### src/rtl/cam_i2c_arbiter.sv
// Two-requester round-robin arbiter and write sequencer for the camera I2C master.
// Latches the granted write, pulses send, and reports done/timeout to the owner.
module cam_i2c_arbiter #(
  parameter int TIMEOUT_CYCLES = 4000
) (
  input  logic        clk400,
  input  logic        reset,
  input  logic        req0,
  input  logic        req1,
  input  logic [7:0]  slave0,
  input  logic [7:0]  slave1,
  input  logic [15:0] reg0,
  input  logic [15:0] reg1,
  input  logic [7:0]  data0,
  input  logic [7:0]  data1,
  output logic        ack0,
  output logic        ack1,
  output logic        err0,
  output logic        err1,
  output logic        i2c_send,
  output logic [7:0]  i2c_slave,
  output logic [15:0] i2c_reg,
  output logic [7:0]  i2c_data,
  input  logic        i2c_ready,
  output logic        busy,
  output logic        owner
);

  localparam int CW = $clog2(TIMEOUT_CYCLES + 1);
  localparam logic [CW-1:0] TMAX = CW'(TIMEOUT_CYCLES - 1);

  typedef enum logic [1:0] {
    S_IDLE,
    S_WAIT,
    S_DONE
  } state_e;

  state_e        state_q;
  logic [CW-1:0] cnt_q;
  logic          ready_q;
  logic          last_q;
  logic          owner_q;
  logic          busy_q;
  logic          send_q;
  logic          ack0_q, ack1_q;
  logic          err0_q, err1_q;
  logic [7:0]    slave_q;
  logic [15:0]   reg_q;
  logic [7:0]    data_q;

  logic gnt_v, gnt, cmpl, tmo;

  assign cmpl = i2c_ready & ~ready_q;
  assign tmo  = (cnt_q == TMAX);

  // On a tie, the requester not served last wins.
  always_comb begin
    gnt_v = req0 | req1;
    gnt   = (req0 & req1) ? ~last_q : req1;
  end

  always_ff @(posedge clk400) begin
    if (reset) begin
      state_q <= S_IDLE;
      cnt_q   <= '0;
      ready_q <= 1'b1;
      last_q  <= 1'b1;
      owner_q <= 1'b0;
      busy_q  <= 1'b0;
      send_q  <= 1'b0;
      ack0_q  <= 1'b0;
      ack1_q  <= 1'b0;
      err0_q  <= 1'b0;
      err1_q  <= 1'b0;
      slave_q <= '0;
      reg_q   <= '0;
      data_q  <= '0;
    end else begin
      ready_q <= i2c_ready;
      send_q  <= 1'b0;
      ack0_q  <= 1'b0;
      ack1_q  <= 1'b0;
      err0_q  <= 1'b0;
      err1_q  <= 1'b0;
      unique case (state_q)
        S_IDLE: begin
          if (gnt_v) begin
            slave_q <= gnt ? slave1 : slave0;
            reg_q   <= gnt ? reg1 : reg0;
            data_q  <= gnt ? data1 : data0;
            owner_q <= gnt;
            last_q  <= gnt;
            send_q  <= 1'b1;
            busy_q  <= 1'b1;
            cnt_q   <= '0;
            state_q <= S_WAIT;
          end
        end
        S_WAIT: begin
          // Completion beats a coincident timeout.
          if (cmpl || tmo) begin
            ack0_q  <= ~owner_q;
            ack1_q  <= owner_q;
            err0_q  <= ~cmpl & ~owner_q;
            err1_q  <= ~cmpl & owner_q;
            state_q <= S_DONE;
          end else begin
            cnt_q <= cnt_q + 1'b1;
          end
        end
        S_DONE: begin
          busy_q  <= 1'b0;
          state_q <= S_IDLE;
        end
        default: begin
          busy_q  <= 1'b0;
          state_q <= S_IDLE;
        end
      endcase
    end
  end

  assign ack0      = ack0_q;
  assign ack1      = ack1_q;
  assign err0      = err0_q;
  assign err1      = err1_q;
  assign i2c_send  = send_q;
  assign i2c_slave = slave_q;
  assign i2c_reg   = reg_q;
  assign i2c_data  = data_q;
  assign busy      = busy_q;
  assign owner     = owner_q;

endmodule

### config.mk
export PLATFORM = sky130hd
export DESIGN_NAME = cam_i2c_arbiter
export DESIGN_NICKNAME = d
export VERILOG_FILES = /design/src/rtl/cam_i2c_arbiter.sv
export SDC_FILE = /design/constraint.sdc
export NUM_CORES = 1
export LEC_CHECK = 0
export ABC_AREA = 1
export CAP_MARGIN = 15
export CORE_MARGIN = 1
export CORE_UTILIZATION = 38
export DETAILED_ROUTE_END_ITERATION = 8
export PLACE_DENSITY = 0.76
export SLEW_MARGIN = 10
export SYNTH_ARGS = -nofsm -noshare
export SYNTH_HDL_FRONTEND = slang
export SYNTH_SLANG_ARGS = --single-unit
### constraint.sdc
create_clock -name clk400 -period 1.4 [get_ports clk400]
set_clock_uncertainty 0.15 [all_clocks]
set_input_delay 0.42 -clock clk400 [delete_from_list [all_inputs] [get_ports clk400]]
set_output_delay 0.42 -clock clk400 [all_outputs]
set_load 0.01 [all_outputs]
==> results of run 1 <==
## power by group through the flow
stage | combinational [mW] | clock, mW | sequential, mW
after global placement | 1.07 | 0 | 1.81
after global routing | 1.19 | 1.17 | 1.81
after floorplan | 0.430 | 0 | 1.86
final | 1.09 | 1.08 | 1.80
after detailed placement | 1.08 | 0 | 1.82
after CTS | 1.01 | 1.10 | 1.79
## area by class of cell
type	instances	area share
clock buffer	5	0.01633
clock inverter	3	0.01128
inverter	30	0.02850
multi-input combinational	253	0.3153
sequential	55	0.2720
tap	77	0.02286
timing repair buffer	159	0.3337
## cell usage in the layout (no fill, tap or decap), drive strengths merged, types with 2 or more instances in the layout
| cell type | instances |
|---|---|
| nand4 | 4 |
| a21oi | 8 |
| nand3 | 19 |
| a31oi | 32 |
| clkbuf | 9 |
| nand2 | 117 |
| buf | 88 |
| nor2 | 30 |
| clkinv | 2 |
| inv | 30 |
| o21ai | 36 |
| dlymetal6s2s | 2 |
| clkdlybuf4s50 | 64 |
| nor3b | 2 |
| dfxtp | 55 |
## stage by stage
stage                      TNS [ns]  cells  setup slack, ns
after global routing         -3.627    582          -0.1994
after detailed placement     -24.74    564          -0.4995
final                        -1.465    582          -0.1412
after CTS                    -1.352    575          -0.1403
after floorplan           -0.002159    359        -0.002159
after global placement       -22.98    564          -0.4657
## worst max path at each step
| stage | start | end | slack [ns] | cells after the start |
|---|---|---|---|---|
| 2_1_floorplan | cnt_q[0] | cnt_q[10] | -0.002 | 9 |
| 3_3_place_gp | i2c_ready | cnt_q[1] | -0.47 | 8 |
| 3_5_place_dp | req1 | i2c_slave[5] | -0.50 | 6 |
| 4_1_cts | cnt_q[1] | cnt_q[1] | -0.14 | 9 |
| 5_1_grt | cnt_q[0] | cnt_q[3] | -0.20 | 8 |
| 6_report | cnt_q[1] | cnt_q[3] | -0.14 | 8 |
## critical path: stages (launching register included)
cell and delay [ns]:
dfxtp_2 0.37, ha_4 0.14, nand2_4 0.07, nor2_4 0.14, nand3_4 0.10, nand3_4 0.13
buf_12 0.13, nand3_1 0.09, a21oi_2 0.13
## what timing repair did
item | in CTS | in global routing
endpoints found under the setup margin | 89 | 49
gates resized for setup | 202 | 32
setup buffers | 3 | 4
pin swaps | 11 | 6
cloned | 0 | 3
endpoints found under the hold margin | 0 | 0
## routing by layer
layer / global-route usage / vias to the layer above
met5: 0 / -
met4: 0.05799 / 0
met3: 0.07319 / 9
met2: 0.3502 / 99
met1: 0.2308 / 1315
li1: - / 1473
## kinds of logic after synthesis
group                      count (synthesis)  share of synthesized area
adders and majority gates                  1                   0.004892
AOI/OAI and AO/OA                         77                     0.1717
buffers and inverters                     51                    0.09344
DFF                                       55                     0.4305
and+or+nand+nor                          175                     0.2994
==> flow_summary.json, run 1 <==
{
  "syn_area_per_cell_um2": 7.124,
  "endpoint_kind": "flip-flop",
  "arrival_ns": 1.63,
  "top_layer": "met4",
  "grt_usage": 0.2013,
  "status": "finished, violations left",
  "criticalPathCategory": "reg -> reg",
  "worst_hold_slack_ns": 0.2662,
  "worst_slack_ns": -0.1412,
  "drtIter0Drc": 66,
  "grt_max_degree": 31,
  "r2r_start": "cnt_q[1]",
  "nets": 574,
  "netlist_area_um2": 2557,
  "synth.most_common_cell": "nand2_1",
  "maxSlewViolCount": 0,
  "grt_pass1_vias": 2630,
  "tritoncts": "done",
  "wl_per_cell_um": 12.57,
  "p_comb_frac": 0.274,
  "p_seq_frac": 0.453,
  "final_area_um2": 4214,
  "core_area_um2": 6422,
  "dieArea_um2": 7062,
  "via_per_inst": 4.976,
  "cp.required_ns": 1.49,
  "p_int_mw": 2.837,
  "antenna_found_initial": 0,
  "cts_root_buf": "clkbuf_8",
  "io_buffers": 107,
  "n_antenna_cell": 0,
  "syn_to_final_growth_pct": 64.77,
  "start_util": 0.3982,
  "multi_input_area_um2": 1329,
  "worstHoldStart": "i2c_ready",
  "fin_crit_sh": 1.101,
  "ant_nets": 0,
  "critPathMaxFanout": 7,
  "drcViolationCount": 4,
  "met1Wirelength_um": 2996,
  "synth_enable_flop_cells": 0,
  "relSlewSlack": 0.8624,
  "synthFlopType": "dfxtp_1",
  "min_period_ns": 1.541,
  "ys_ff_latch": 55,
  "worst_slew_pin_slew_ns": 0.2056,
  "ios": 108,
  "ir_drop_v": 0.0005665,
  "syn-num-nets": 429,
  "hold_buffers": 0,
  "cts_htree_levels": 2,
  "firstDrtPassIters": 6,
  "reg2regPathDepth": 8,
  "fin_util": 0.6561,
  "place_area_um2": 4016,
  "rsz0062_at_grt": "true",
  "async_reset_ff_frac": 0,
  "p_sw_frac": 0.2855,
  "yosys_warnings": 0,
  "synth_area_leaders": "dfxtp_1 (43%), nand2_1 (17%), a31oi_1 (7.8%), inv_1 (4.0%), o21ai_1 (3.9%)",
  "num_rows": 29,
  "drive_above_1_share": 0.3505,
  "cts_buffer_depth": 2,
  "seq_area_frac_synth": 0.4305,
  "gp_congestion": 0.7939,
  "totalWireLength_um": 7314,
  "detailed_place_hpwl_um": 5272,
  "r2r_slack_ns": -0.14,
  "worstSkewPairLatency_ns": 0.32,
  "start_kind": "flip-flop",
  "grt_first_pass_wirelength_um": 11540,
  "p_per_area_nw_per_um2": 942.4,
  "min_path_type": "in -> reg",
  "power.total_mw": 3.971,
  "via_count": 2896,
  "wl_met3_um": 621,
  "setup_viol": 20,
  "hold_viol": 0,
  "p_clk_frac": 0.273,
  "p_switching_mw": 1.134,
  "die_y_um": 84.04,
  "yosysTopAreaCell": "dfxtp_1",
  "worstReg2RegEnd": "cnt_q[3]",
  "largest_reg_flops": 16,
  "fill_cells": 551,
  "cap_violations": 0,
  "synth_common_cells": "nand2_1 (114), dfxtp_1 (55), a31oi_1 (32)",
  "violations": "design-rule violations, negative setup slack",
  "p_leak_nw": 1.917,
  "fmax_mhz": 648.8,
  "synth_cell_types": 27,
  "grt-ovfl-total": 0,
  "die_w_um": 84.04,
  "clock_sinks": 55,
  "hold_depth": 4,
  "synthCells": 359,
  "clk_pin_slew_ns": 0.11,
  "met2WireLength_um": 3589,
  "cts_buffers": 5,
  "synth_top_area_frac": 0.4305,
  "hold_end": "ready_q",
  "seqCellArea_um2": 1146
}
Note: power is estimated with default switching activity, not from simulation.
==> inputs of run 2 (changes only) <==
--- a/config.mk
+++ b/config.mk
@@ -5,7 +5,6 @@
 export SDC_FILE = /design/constraint.sdc
 export NUM_CORES = 1
 export LEC_CHECK = 0
-export ABC_AREA = 1
 export CAP_MARGIN = 15
 export CORE_MARGIN = 1
 export CORE_UTILIZATION = 38
==> flow_summary.json, run 2 <==
{
  "status": "finished, violations left",
  "violations": "negative setup slack",
  "synth_common_cells": "dfxtp_1 (55), nor2_1 (43), a211oi_1 (34)",
  "endpoint_kind": "flip-flop",
  "gp_congestion": 0.9128,
  "dieArea_um2": 6907,
  "ant_nets": 0,
  "worst_slew_pin_slew_ns": 0.3237,
  "start_kind": "flip-flop",
  "grt-ovfl-total": 0,
  "hold_viol": 0,
  "yosysTopAreaCell": "dfxtp_1",
  "cp.required_ns": 1.45,
  "totalWireLength_um": 10380,
  "ios": 108,
  "cts_htree_levels": 2,
  "worstSkewPairLatency_ns": 0.31,
  "rsz0062_at_grt": "true",
  "layoutNonFillerInstCount": 510,
  "grt_first_pass_wirelength_um": 14610,
  "drive_above_1_share": 0.5912,
  "synth_enable_flop_cells": 0,
  "min_period_ns": 1.622,
  "async_reset_ff_frac": 0,
  "netlist_area_um2": 2500,
  "grt_usage": 0.2644,
  "min_path_type": "reg -> reg",
  "drcViolationCount": 0,
  "antenna_found_initial": 0,
  "core_area_um2": 6350,
  "fmax_mhz": 616.7,
  "synth_cell_types": 45,
  "setup_viol": 51,
  "synth.most_common_cell": "dfxtp_1",
  "via_per_inst": 5.616,
  "synthFlopType": "dfxtp_1",
  "via_count": 2864,
  "syn_to_final_growth_pct": 92.59,
  "synthCells": 261,
  "ys_ff_latch": 55,
  "worst_hold_slack_ns": 0.3568,
  "fin_util": 0.7582,
  "hold_buffers": 0,
  "wl_per_cell_um": 20.35,
  "clock_sinks": 55,
  "detailed_place_hpwl_um": 5406,
  "fill_cells": 373,
  "nets": 503,
  "maxSlewViolCount": 0,
  "yosys_warnings": 0,
  "n_antenna_cell": 0,
  "synth_area_leaders": "dfxtp_1 (44%), mux2i_1 (13%), a211oi_1 (10%), nor2_1 (6.5%), buf_4 (1.8%)",
  "die_y_um": 83.11,
  "syn_area_per_cell_um2": 9.578,
  "cap_violations": 0,
  "num_rows": 29,
  "final_common_cell": "clkdlybuf4s50_1",
  "cts_buffer_depth": 2,
  "seq_area_frac_synth": 0.4404,
  "synth_top_area_frac": 0.4404,
  "cts_buffers": 5,
  "grt_pass1_vias": 2873,
  "io_buffers": 107,
  "clk_pin_slew_ns": 0.10,
  "drtIter0Drc": 186,
  "worst_slack_ns": -0.2216,
  "p_leak_nw": 1.916,
  "syn-num-nets": 331,
  "fin_crit_sh": 1.158,
  "critPathMaxFanout": 5,
  "ir_drop_v": 0.0006191,
  "place_inst": 466,
  "die_w_um": 83.11,
  "firstDrtPassIters": 4,
  "p_per_area_nw_per_um2": 904.1,
  "relSlewSlack": 0.7842,
  "cts_root_buf": "clkbuf_8",
  "tritoncts": "done",
  "arrival_ns": 1.67,
  "start_util": 0.3937,
  "grt_max_degree": 22,
  "largest_reg_flops": 16,
  "criticalPathCategory": "reg -> reg",
  "most-common-layout-cells": "clkdlybuf4s50_1 (64), buf_4 (52), dfxtp_2 (40), buf_2 (38), mux2i_1 (28)"
}
run 2: cell count changes in the layout (fill, tap and decap cells not counted), moves of 13 or more:
cell / change
mux2i_1: +28
a31oi_1: -28
a211oi_2: +27
nand3_1: -13
nand2_1: -106
inv_1: -19
o21ai_1: -23
run 2: worst max-delay path, stage by stage (launching register included):
cell      delay [ns]
dfxtp_4         0.37
or2_4           0.27
nor2_4          0.16
buf_6           0.14
buf_12          0.11
buf_16          0.12
buf_12          0.11
a211oi_1        0.07
run 2: layer usage:
metal / global-route usage / up-vias / share of wire
li1: - / 1317 / -
met1: 0.3356 / 1388 / 0.41
met2: 0.4486 / 136 / 0.51
met3: 0.05169 / 23 / 0.056
met4: 0.08777 / 0 / 0.023
met5: 0 / - / 0
run 2: path summary, 6_finish.rpt:
kind | from | slack [ns] | cells past startpoint | endpoint
worst max-delay path | state_q[0] | -0.22 | 7 | i2c_reg[3]
worst min-delay path | i2c_data[5] | 0.36 | 2 | i2c_data[5]
worst max register to register | state_q[0] | -0.22 | 7 | i2c_reg[3]
worst min register to register | i2c_data[5] | 0.36 | 2 | i2c_data[5]
run 2: layout make-up:
class | count | area, um2 | share of cell area
Multi-Input combinational cell | 185 | 1728 | 0.3589
Timing Repair Buffer | 183 | 1707 | 0.3545
Inverter | 3 | 11.26 | 0.002339
Tap cell | 77 | 96.34 | 0.02001
Clock buffer | 5 | 68.82 | 0.01429
Sequential cell | 55 | 1166 | 0.2422
Clock inverter | 2 | 37.54 | 0.007796
run 2: through the flow:
stage | worst slack, ns | area (um2) | power (mW) | TNS [ns]
4_1_cts | -0.1951 | 4453 | 4.095 | -6.468
5_1_grt | -0.2739 | 4815 | 4.518 | -9.874
6_report | -0.2216 | 4815 | 4.353 | -7.111
3_5_place_dp | -0.7159 | 3926 | 2.837 | -33.11
2_1_floorplan | -0.1606 | 2559 | 2.250 | -1.405
3_3_place_gp | -0.6511 | 3926 | 2.816 | -31.02
run 2: logic make-up after synthesis:
| family | Yosys count | share of synthesized area |
|---|---|---|
| simple gates | 83 | 0.1707 |
| fa+ha+maj | 1 | 0.005004 |
| compound gates | 69 | 0.2097 |
| buf+inv | 21 | 0.04604 |
| flops | 55 | 0.4404 |
| mux | 32 | 0.1281 |
run 2: report_power, final:
group | internal (mW) | switching, mW
combinational | 0.808 | 0.693
clock | 0.524 | 0.532
sequential | 1.70 | 0.0910
run 2: what timing repair did:
| item | CTS | global route |
|---|---|---|
| gates cloned | 7 | 1 |
| endpoints found under the setup margin | 91 | 59 |
| setup buffers | 21 | 10 |
| resized for setup | 238 | 88 |
| pin swaps | 22 | 27 |
==> inputs of run 3 (changes only) <==
--- a/config.mk
+++ b/config.mk
@@ -6,10 +6,10 @@
 export NUM_CORES = 1
 export LEC_CHECK = 0
 export CAP_MARGIN = 15
-export CORE_MARGIN = 1
 export CORE_UTILIZATION = 38
 export DETAILED_ROUTE_END_ITERATION = 8
 export PLACE_DENSITY = 0.76
+export RECOVER_POWER = 100
 export SLEW_MARGIN = 10
 export SYNTH_ARGS = -nofsm -noshare
 export SYNTH_HDL_FRONTEND = slang
==> flow_summary.json, run 3 (synthesis gave the netlist of run 2 again) <==
{
  "relSlewSlack": 0.7833,
  "drcViolationCount": 0,
  "final_common_cell": "clkdlybuf4s50_1",
  "io_buffers": 107,
  "worstSkewPairLatency_ns": 0.31,
  "hold_viol": 0,
  "die_w_um": 83.11,
  "place_area_um2": 3926,
  "critPathMaxFanout": 5,
  "crit_family": "buffers and inverters",
  "gp_congestion": 0.9128,
  "totalWireLength_um": 10380,
  "drive_above_1_share": 0.5866,
  "grt_usage": 0.2644,
  "status": "finished, violations left",
  "clock_sinks": 55,
  "setup_viol": 51,
  "n_antenna_cell": 0,
  "nets": 503,
  "fmax_mhz": 614.3,
  "arrival_ns": 1.67,
  "p_leak_nw": 1.906,
  "r2r_start": "state_q[0]",
  "cts_buffer_depth": 2,
  "power.total_mw": 4.356,
  "die_y_um": 83.11,
  "fin_crit_sh": 1.163,
  "core_area_um2": 6350,
  "clk_pin_slew_ns": 0.10,
  "cts_htree_levels": 2,
  "start_kind": "flip-flop",
  "worst_slew_pin_slew_ns": 0.3251,
  "grt_first_pass_wirelength_um": 14610,
  "antenna_found_initial": 0,
  "grt_pass1_vias": 2873,
  "multi_input_area_um2": 1728,
  "cap_violations": 0,
  "worst_slack_ns": -0.2279,
  "min_path_type": "in -> reg",
  "p_per_area_nw_per_um2": 905.6,
  "cp_common_cell": "buf_12",
  "via_per_inst": 5.655,
  "violations": "negative setup slack",
  "hold_buffers": 0,
  "syn_to_final_growth_pct": 92.39,
  "crit_chain": "or2_4 -> nor2_4 -> buf_6 -> buf_12 -> buf_16 -> buf_12 -> a211oi_1",
  "largest_reg_flops": 16,
  "seqCellArea_um2": 1166,
  "maxSlewViolCount": 0,
  "worstSetupEndpoint": "i2c_reg[3]",
  "grt-ovfl-total": 0,
  "cp.required_ns": 1.44,
  "min_period_ns": 1.628,
  "ir_drop_v": 0.0006195,
  "cts_root_buf": "clkbuf_8",
  "most-common-layout-cells": "clkdlybuf4s50_1 (64), buf_4 (51), dfxtp_2 (40), buf_2 (36), mux2i_1 (28)",
  "ant_nets": 0,
  "worstReg2RegEnd": "i2c_reg[3]",
  "num_rows": 29,
  "start_util": 0.3937,
  "r2r_slack_ns": -0.23,
  "via_count": 2884,
  "firstDrtPassIters": 4,
  "endpoint_kind": "flip-flop",
  "drtIter0Drc": 172,
  "tritoncts": "done",
  "cpPeakStageDelay_ns": 0.37,
  "wl_per_cell_um": 20.35,
  "reg2regPathDepth": 7,
  "detailed_place_hpwl_um": 5406,
  "final_area_um2": 4810,
  "rsz0062_at_grt": "true",
  "criticalPathCategory": "reg -> reg",
  "fill_cells": 376,
  "crit_start": "state_q[0]",
  "critPathBufInv": 4,
  "ios": 108,
  "dieArea_um2": 6907,
  "grt_max_degree": 22,
  "dp_slack_ns": -0.7159,
  "cts_buffers": 5,
  "cp.depth": 7,
  "critPathSlowestCell": "dfxtp_4"
}
run 3: changes by cell type in the layout (fill, tap and decap cells not counted), sizes merged:
cell	before	now
clkbuf	7	10
buf	116	113
run 3: per-stage QoR:
step                utilization  hold WS (ns)  instances  TNS (ns)
floorplan                     -        0.3009        261    -1.405
global placement         0.6183        0.3299        466    -31.02
detailed placement       0.6183        0.3338        466    -33.11
CTS                      0.7013        0.3433        501    -6.468
global route             0.7574        0.3649        510    -9.895
finish                   0.7574        0.3551        510    -7.093
run 3: final cells by class:
type,instances,area share
Multi-Input combinational cell,185,0.3593
Tap cell,77,0.02003
Sequential cell,55,0.2425
Clock buffer,5,0.01431
Timing Repair Buffer,183,0.3538
Inverter,3,0.002341
Clock inverter,2,0.007804
run 3: where the power goes:
part | total (mW) | leakage [nW] | switching (mW) | internal [mW]
Sequential | 1.80 | 0.468 | 0.0907 | 1.70
Clock | 1.06 | 0.0502 | 0.536 | 0.524
Combinational | 1.50 | 1.39 | 0.692 | 0.807
Total | 4.36 | 1.91 | 1.32 | 3.04
run 3: worst min-delay path by stage:
stage                      start            to  depth (start not counted)
detailed placement  i2c_slave[3]  i2c_slave[3]                          2
global route         i2c_data[5]   i2c_data[5]                          2
finish                 i2c_ready       ready_q                          2
CTS                 i2c_slave[5]  i2c_slave[5]                          2
global placement    i2c_slave[2]  i2c_slave[2]                          2
floorplan             state_q[1]          busy                          1
run 3: repair_timing:
action	in CTS	in global routing
cloned	7	1
pin swaps	22	27
gates resized for setup	238	88
buffers inserted	21	10
endpoints found under the setup margin	91	59
run 3: layer usage:
metal / part of all wire / vias to the layer above / track usage
li1: - / 1321 / -
met1: 0.41 / 1396 / 0.3356
met2: 0.51 / 144 / 0.4486
met3: 0.057 / 23 / 0.05169
met4: 0.024 / 0 / 0.08777
met5: 0 / - / 0
run 3: worst register-to-register path: stages (launching register included):
cell      delay, ns
dfxtp_4        0.37
or2_4          0.27
nor2_4         0.17
buf_6          0.14
buf_12         0.11
buf_16         0.12
buf_12         0.11
a211oi_1       0.07
